==> src/rtl/sio_pkg.sv <==
// sio_pkg -- shared widths and reset divisor for the SIO baud-rate generator.
// Rev 1.0
`default_nettype none

package sio_pkg;

  localparam int SIO_DIV_W   = 16;
  localparam int SIO_FRAC_W  = 4;
  localparam int SIO_OVS     = 16;
  localparam int SIO_OVS_W   = $clog2(SIO_OVS);

  localparam int SYS_CLK_HZ  = 50_000_000;
  localparam int SIO_BAUD    = 9600;
  localparam int SIO_OS_HZ   = SIO_BAUD * SIO_OVS;

  // 50 MHz / (9600 * 16) = 325 + 8/16 (truncated fraction)
  localparam int SIO_DEFAULT_DIV  = SYS_CLK_HZ / SIO_OS_HZ;
  localparam int SIO_DEFAULT_FRAC = ((SYS_CLK_HZ % SIO_OS_HZ) << SIO_FRAC_W) / SIO_OS_HZ;

endpackage

`default_nettype wire

==> src/rtl/sio_frac_period.sv <==
// sio_frac_period -- fractional-N period counter producing a boundary strobe.
// Rev 1.0
`default_nettype none

module sio_frac_period
  import sio_pkg::*;
#(
  parameter int CNT_W   = SIO_DIV_W,
  parameter int FRAC_W  = SIO_FRAC_W,
  parameter int RST_LEN = SIO_DEFAULT_DIV
) (
  input  logic              clk,
  input  logic              n_rst,
  input  logic              run_i,
  input  logic              clr_i,
  input  logic [CNT_W-1:0]  div_i,
  input  logic [FRAC_W-1:0] frac_i,
  output logic              bnd_o
);

  localparam logic [CNT_W:0] ONE = (CNT_W+1)'(1);

  logic [CNT_W:0]  cnt_q, cnt_d;
  logic [CNT_W:0]  len_q, len_d;
  logic [FRAC_W-1:0] acc_q, acc_d;
  logic [FRAC_W:0] sum;

  assign bnd_o = run_i && (cnt_q == (len_q - ONE));
  assign sum   = {1'b0, acc_q} + {1'b0, frac_i};

  always_comb begin
    cnt_d = cnt_q;
    acc_d = acc_q;
    len_d = len_q;
    if (clr_i) begin
      cnt_d = '0;
      acc_d = '0;
      len_d = {1'b0, div_i};
    end else if (bnd_o) begin
      // len is one bit wider than D so D+carry cannot wrap
      cnt_d = '0;
      acc_d = sum[FRAC_W-1:0];
      len_d = {1'b0, div_i} + {{CNT_W{1'b0}}, sum[FRAC_W]};
    end else if (run_i) begin
      cnt_d = cnt_q + ONE;
    end else begin
      len_d = {1'b0, div_i};
    end
  end

  always_ff @(posedge clk or negedge n_rst) begin
    if (!n_rst) begin
      cnt_q <= '0;
      acc_q <= '0;
      len_q <= (CNT_W+1)'(RST_LEN);
    end else begin
      cnt_q <= cnt_d;
      acc_q <= acc_d;
      len_q <= len_d;
    end
  end

endmodule

`default_nettype wire

==> src/rtl/sio_baud_gen.sv <==
// sio_baud_gen -- programmable fractional baud generator: oversample tick, bit tick, sio_clk.
// Rev 1.0
`default_nettype none

module sio_baud_gen
  import sio_pkg::*;
#(
  parameter int CNT_W        = SIO_DIV_W,
  parameter int FRAC_W       = SIO_FRAC_W,
  parameter int OVS          = SIO_OVS,
  parameter int DEFAULT_DIV  = SIO_DEFAULT_DIV,
  parameter int DEFAULT_FRAC = SIO_DEFAULT_FRAC
) (
  input  logic              clk,
  input  logic              n_rst,
  input  logic              en_i,
  input  logic              div_wr_i,
  input  logic [CNT_W-1:0]  div_in_i,
  input  logic [FRAC_W-1:0] frac_in_i,
  output logic              tick_os_o,
  output logic              tick_bit_o,
  output logic              sio_clk_o,
  output logic [CNT_W-1:0]  div_active_o,
  output logic              upd_pending_o
);

  localparam int OVS_W = $clog2(OVS);
  localparam logic [OVS_W-1:0]  OS_LAST  = OVS_W'(OVS - 1);
  localparam logic [CNT_W-1:0]  RST_DIV  = CNT_W'(DEFAULT_DIV);
  localparam logic [FRAC_W-1:0] RST_FRAC = FRAC_W'(DEFAULT_FRAC);

  logic [CNT_W-1:0]  act_div_q, act_div_d, shd_div_q, shd_div_d;
  logic [FRAC_W-1:0] act_frac_q, act_frac_d, shd_frac_q, shd_frac_d;
  logic              pend_q, pend_d;
  logic [OVS_W-1:0]  os_cnt_q, os_cnt_d;
  logic              sio_q, sio_d;
  logic              tick_os_q, tick_bit_q;

  logic              run, bnd, apply;
  logic [CNT_W-1:0]  div_eff;
  logic [FRAC_W-1:0] frac_eff;

  assign run = en_i && (act_div_q != '0);
  // Outside normal counting (disabled or D=0) a pending shadow need not wait for a boundary
  assign apply    = pend_q && (bnd || !run);
  assign div_eff  = apply ? shd_div_q  : act_div_q;
  assign frac_eff = apply ? shd_frac_q : act_frac_q;

  sio_frac_period #(
    .CNT_W   (CNT_W),
    .FRAC_W  (FRAC_W),
    .RST_LEN (DEFAULT_DIV)
  ) u_period (
    .clk    (clk),
    .n_rst  (n_rst),
    .run_i  (run),
    .clr_i  (!en_i),
    .div_i  (div_eff),
    .frac_i (frac_eff),
    .bnd_o  (bnd)
  );

  always_comb begin
    act_div_d  = div_eff;
    act_frac_d = frac_eff;
    shd_div_d  = shd_div_q;
    shd_frac_d = shd_frac_q;
    pend_d     = pend_q;
    os_cnt_d   = os_cnt_q;
    sio_d      = sio_q;

    if (div_wr_i) begin
      shd_div_d  = div_in_i;
      shd_frac_d = frac_in_i;
      pend_d     = 1'b1;
    end else if (apply) begin
      pend_d = 1'b0;
    end

    if (!en_i) begin
      os_cnt_d = '0;
      sio_d    = 1'b0;
    end else if (bnd) begin
      os_cnt_d = (os_cnt_q == OS_LAST) ? '0 : os_cnt_q + OVS_W'(1);
      sio_d    = ~sio_q;
    end
  end

  always_ff @(posedge clk or negedge n_rst) begin
    if (!n_rst) begin
      act_div_q  <= RST_DIV;
      act_frac_q <= RST_FRAC;
      shd_div_q  <= RST_DIV;
      shd_frac_q <= RST_FRAC;
      pend_q     <= 1'b0;
      os_cnt_q   <= '0;
      sio_q      <= 1'b0;
      tick_os_q  <= 1'b0;
      tick_bit_q <= 1'b0;
    end else begin
      act_div_q  <= act_div_d;
      act_frac_q <= act_frac_d;
      shd_div_q  <= shd_div_d;
      shd_frac_q <= shd_frac_d;
      pend_q     <= pend_d;
      os_cnt_q   <= os_cnt_d;
      sio_q      <= sio_d;
      tick_os_q  <= bnd;
      tick_bit_q <= bnd && (os_cnt_q == OS_LAST);
    end
  end

  assign tick_os_o     = tick_os_q;
  assign tick_bit_o    = tick_bit_q;
  assign sio_clk_o     = sio_q;
  assign div_active_o  = act_div_q;
  assign upd_pending_o = pend_q;

endmodule

`default_nettype wire

==> config.mk <==
export PLATFORM = sky130hd
export DESIGN_NAME = sio_baud_gen
export DESIGN_NICKNAME = d
export VERILOG_FILES = /design/src/rtl/sio_pkg.sv /design/src/rtl/sio_frac_period.sv /design/src/rtl/sio_baud_gen.sv
export SDC_FILE = /design/constraint.sdc
export NUM_CORES = 1
export LEC_CHECK = 0
export ABC_AREA = 0
export ABC_CLOCK_PERIOD_IN_PS = 6160
export BUFFER_PORTS_ARGS = -buffer_cell sky130_fd_sc_hd__clkbuf_2
export CORE_MARGIN = 3
export CORE_UTILIZATION = 27
export CTS_CLUSTER_DIAMETER = 200
export DETAILED_ROUTE_END_ITERATION = 8
export PLACE_DENSITY = 0.44
export SYNTH_ARGS = -nofsm -noshare
export SYNTH_HDL_FRONTEND = slang
export SYNTH_SLANG_ARGS = --single-unit
==> constraint.sdc <==
create_clock -name clk -period 6.16 [get_ports clk]
set_input_delay 0 -clock clk [delete_from_list [all_inputs] [get_ports clk]]
set_output_delay 0 -clock clk [all_outputs]
set_load 0.01 [all_outputs]
==> impl_metrics.yaml <==
place:
  hpwl_mm: 8.60
  port_buffers: 43
  place_inst: 718
  place_congestion: 0.832
clock_tree:
  clock-root-buffer: "clkbuf_16"
  cts.path.max_buffers: 2
  tritoncts: "yes"
  cts_resized: 0
  clock-sinks: 86
  clk-insertion-delay-late_ns: 0.34
  postCtsSetupBuffers: 0
  h-tree-depth: 3
  numCtsBuffers: 9
  clk_pin_slew_ns: 0.07
sta:
  worst_slew_pin_slew_ns: 0.914
  tns_ns: 0
  fin_skew_ns: 0.0112
  fmax_mhz: 188
  min_period_over_period_pct: 86.5
  drv_slew: 0
  hold_violations: 0
  slew_headroom_pct: 38.9
  rsz0062_at_grt: "false"
  period_needed_ns: 5.33
  finalSetupViolations: 0
routing:
  antenna_left: 0
  wl_per_cell_um: 15.5
  totalWireLength_mm: 11.7
  via_per_inst: 4.90
  num_vias: 3699
  dr.first_iter.drc_count: 151
  drc: 0
  dr.pass1.iters: 6
min_path:
  holdPathStages: 3
  hold_path.class: "in -> reg"
  hold_start: "en_i"
critical_path:
  worstPathArrival_ns: 5.56
  worstPathCellList: "or4_1 > a222oi_1 > nand3_1 > a2111oi_4 > and4_1 > o21ai_4 > buf_4 > mux2i_1 > fa_1 > nor2b_1 > o21ai_0 > nand2b_1 > ha_1 > nand2_1 > nor4_1 > o21ai_0 > xnor2_1 > mux2_2"
  endpoint_kind: "flip-flop"
  cp_common_cell: "o21ai_0"
  path_class: "reg -> reg"
  timing.rr.start: "u_period.len_q[10]$_DFFE_PN0P_"
  worstPathRequired_ns: 6.39
  cpMaxStageDelayCell: "or4_1"
  cpPeakStageDelay_ns: 0.63
  crit_start: "u_period.len_q[10]$_DFFE_PN0P_"
  cp_top_family: "simple AND/OR/NAND/NOR gates"
  crit_cells: 18
  cp_max_fo: 25
  crit_buf_inv: 1
  r2r_cells: 18
  worstSetupStartpointType: "flip-flop"
die:
  dieArea_um2: 19200
  dieHeight_um: 139
  coreArea_um2: 16900
  num_rows: 47
  start_util_pct: 28.1
  io-pin-count: 44
  fp.dieW_um: 139
power:
  max-vdd-ir-drop_mv: 0.152
  p_per_area_nw_per_um2: 272
  leakage_nw: 2.45
status:
  status: "finished, final reports clean"
synthesis:
  postSynthAreaPerCell_um2: 10.2
  synthAdderAreaFrac_pct: 2.80
  synth-simple-area-share_pct: 18.6
  synth_top_family_by_area: "simple AND/OR/NAND/NOR gates"
  synth_area_um2: 4740
  ys_seq_elements: 86
  synth_compound_area_share_pct: 13.0
  syn_nets: 500
  synthMuxAreaShare_pct: 10.7
  syn_inst: 466
  synth-edff-count: 0
  ys.flop_type: "dfrtp_1"
  ys_seq_area_share_pct: 45.8
  synth.distinct_cells: 68
  synth_xor_area_share_pct: 6.65
  ys_warn_count: 0
  synthArstFlopShare_pct: 100
grt:
  grt.total_usage_pct: 12.7
  antenna_found_initial: 0
  grt_first_pass_wirelength_mm: 20.1
  grt_pass1_vias: 3863
  grt_max_degree: 60
  overflow: 0
cells_and_area:
  antenna_cells: 0
  areaGrowthSynthToFinish_pct: 20.3
  drive_gt1_share_pct: 24.5
  nNetsFinal: 564
  final_cells: 755
run:
  drv_cap: 0
-- worst min-delay path, cell delays in order --
cell and delay (ns):
clkbuf_2 0.17, nand3_1 0.10, nand2_1 0.05
-- cells by family (layout without fill, tap and decap cells) --
family / count (synthesis) / in the layout
XOR/XNOR: 36 / 36
flip-flops: 86 / 86
adder cells (fa/ha/maj): 10 / 10
buffers and inverters: 28 / 97
multiplexers: 46 / 46
AO/OA/AOI/OAI: 89 / 89
AND/OR/NAND/NOR: 171 / 171
-- cells in the final DEF, fill, tap and decap left out, types with 8 or more instances in the layout --
cell type / Yosys / final
dfrtp_1: 72 / 72
and3_1: 19 / 19
clkbuf_16: 0 / 9
clkbuf_2: 0 / 42
a21oi_1: 13 / 13
inv_1: 11 / 11
dfstp_2: 14 / 14
o21ai_0: 33 / 33
ha_1: 9 / 9
nor2_1: 35 / 35
nand3_1: 15 / 15
mux2i_1: 8 / 8
nand2_1: 51 / 51
dlygate4sd3_1: 0 / 21
mux2_2: 38 / 38
xnor2_1: 18 / 18
xor2_1: 18 / 18
-- sequential cells by signal (all words and copies together) (netlist names) --
name	flops
act_frac_q	4
div_active_o	16
os_cnt_q	4
shd_div_q	16
shd_frac_q	4
sio_clk_o	1
tick_bit_o	1
tick_os_o	1
u_period.acc_q	4
u_period.cnt_q	17
u_period.len_q	17
upd_pending_o	1
-- through the flow --
step	instance area (µm²)	hold slack, ns	power [W]	utilization, %	setup WS, ns
4_1_cts	5710	0.0109	0.00157	33.8	0.795
2_1_floorplan	4740	-0.296	0.000892	-	1.28
5_1_grt	5710	0.0312	0.00165	33.8	0.412
3_3_place_gp	5200	-0.0509	0.00100	30.8	0.883
3_5_place_dp	5200	-0.0463	0.00100	30.8	0.818
6_report	5710	0.0108	0.00155	33.8	0.831
-- where the power goes --
part,internal [W],switching (W)
clock network,0.000317,0.000234
registers,0.000638,0.0000788
logic,0.000138,0.000147
total,0.00109,0.000460
-- repair_timing --
item	in CTS	in global routing
endpoints found under the setup margin	0	0
hold endpoints to repair	47	0
hold buffers	21	0
-- synth_stat cells, types with 8 or more instances --
cell	n	area [µm²]
nor2_1	35	131
clkbuf_1	13	48.8
o21ai_0	33	165
mux2_2	38	428
a21oi_1	13	65.1
inv_1	11	41.3
mux2i_1	8	80.1
nand3_1	15	75.1
dfrtp_1	72	1800
xnor2_1	18	158
xor2_1	18	158
and3_1	19	119
dfstp_2	14	368
nand2_1	51	191
ha_1	9	113
-- worst paths after layout --
check                           slack, ns                        endpoint
worst max-delay path                 0.83  u_period.len_q[15]$_DFFE_PN0P_
worst min-delay path                 0.01   u_period.acc_q[0]$_DFFE_PN0P_
worst max register to register       0.83  u_period.len_q[15]$_DFFE_PN0P_
worst min register to register       0.49  u_period.len_q[16]$_DFFE_PN0P_
max in group asynchronous            4.96   u_period.acc_q[3]$_DFFE_PN0P_
min in group asynchronous            0.13  u_period.cnt_q[13]$_DFFE_PN0P_
-- area by class of cell --
class	count	area [µm²]
Sequential cell	86	2170
Timing Repair Buffer	69	465
Fill cell	1683	11200
Clock buffer	10	229
Clock inverter	6	67.6
Multi-Input combinational cell	352	2450
Tap cell	220	275
Inverter	12	45.0
-- routing by layer --
metal / wire, µm / share of wire, % / global-route usage (%) / vias up
met5: 0 / 0 / 0 / -
met4: 144 / 1.2 / 3.54 / 0
met2: 5490 / 47 / 20.1 / 72
met3: 474 / 4.0 / 3.31 / 10
li1: - / - / - / 1819
met1: 5620 / 48 / 17.3 / 1798
No activity file was read; power rests on OpenSTA's default activity.
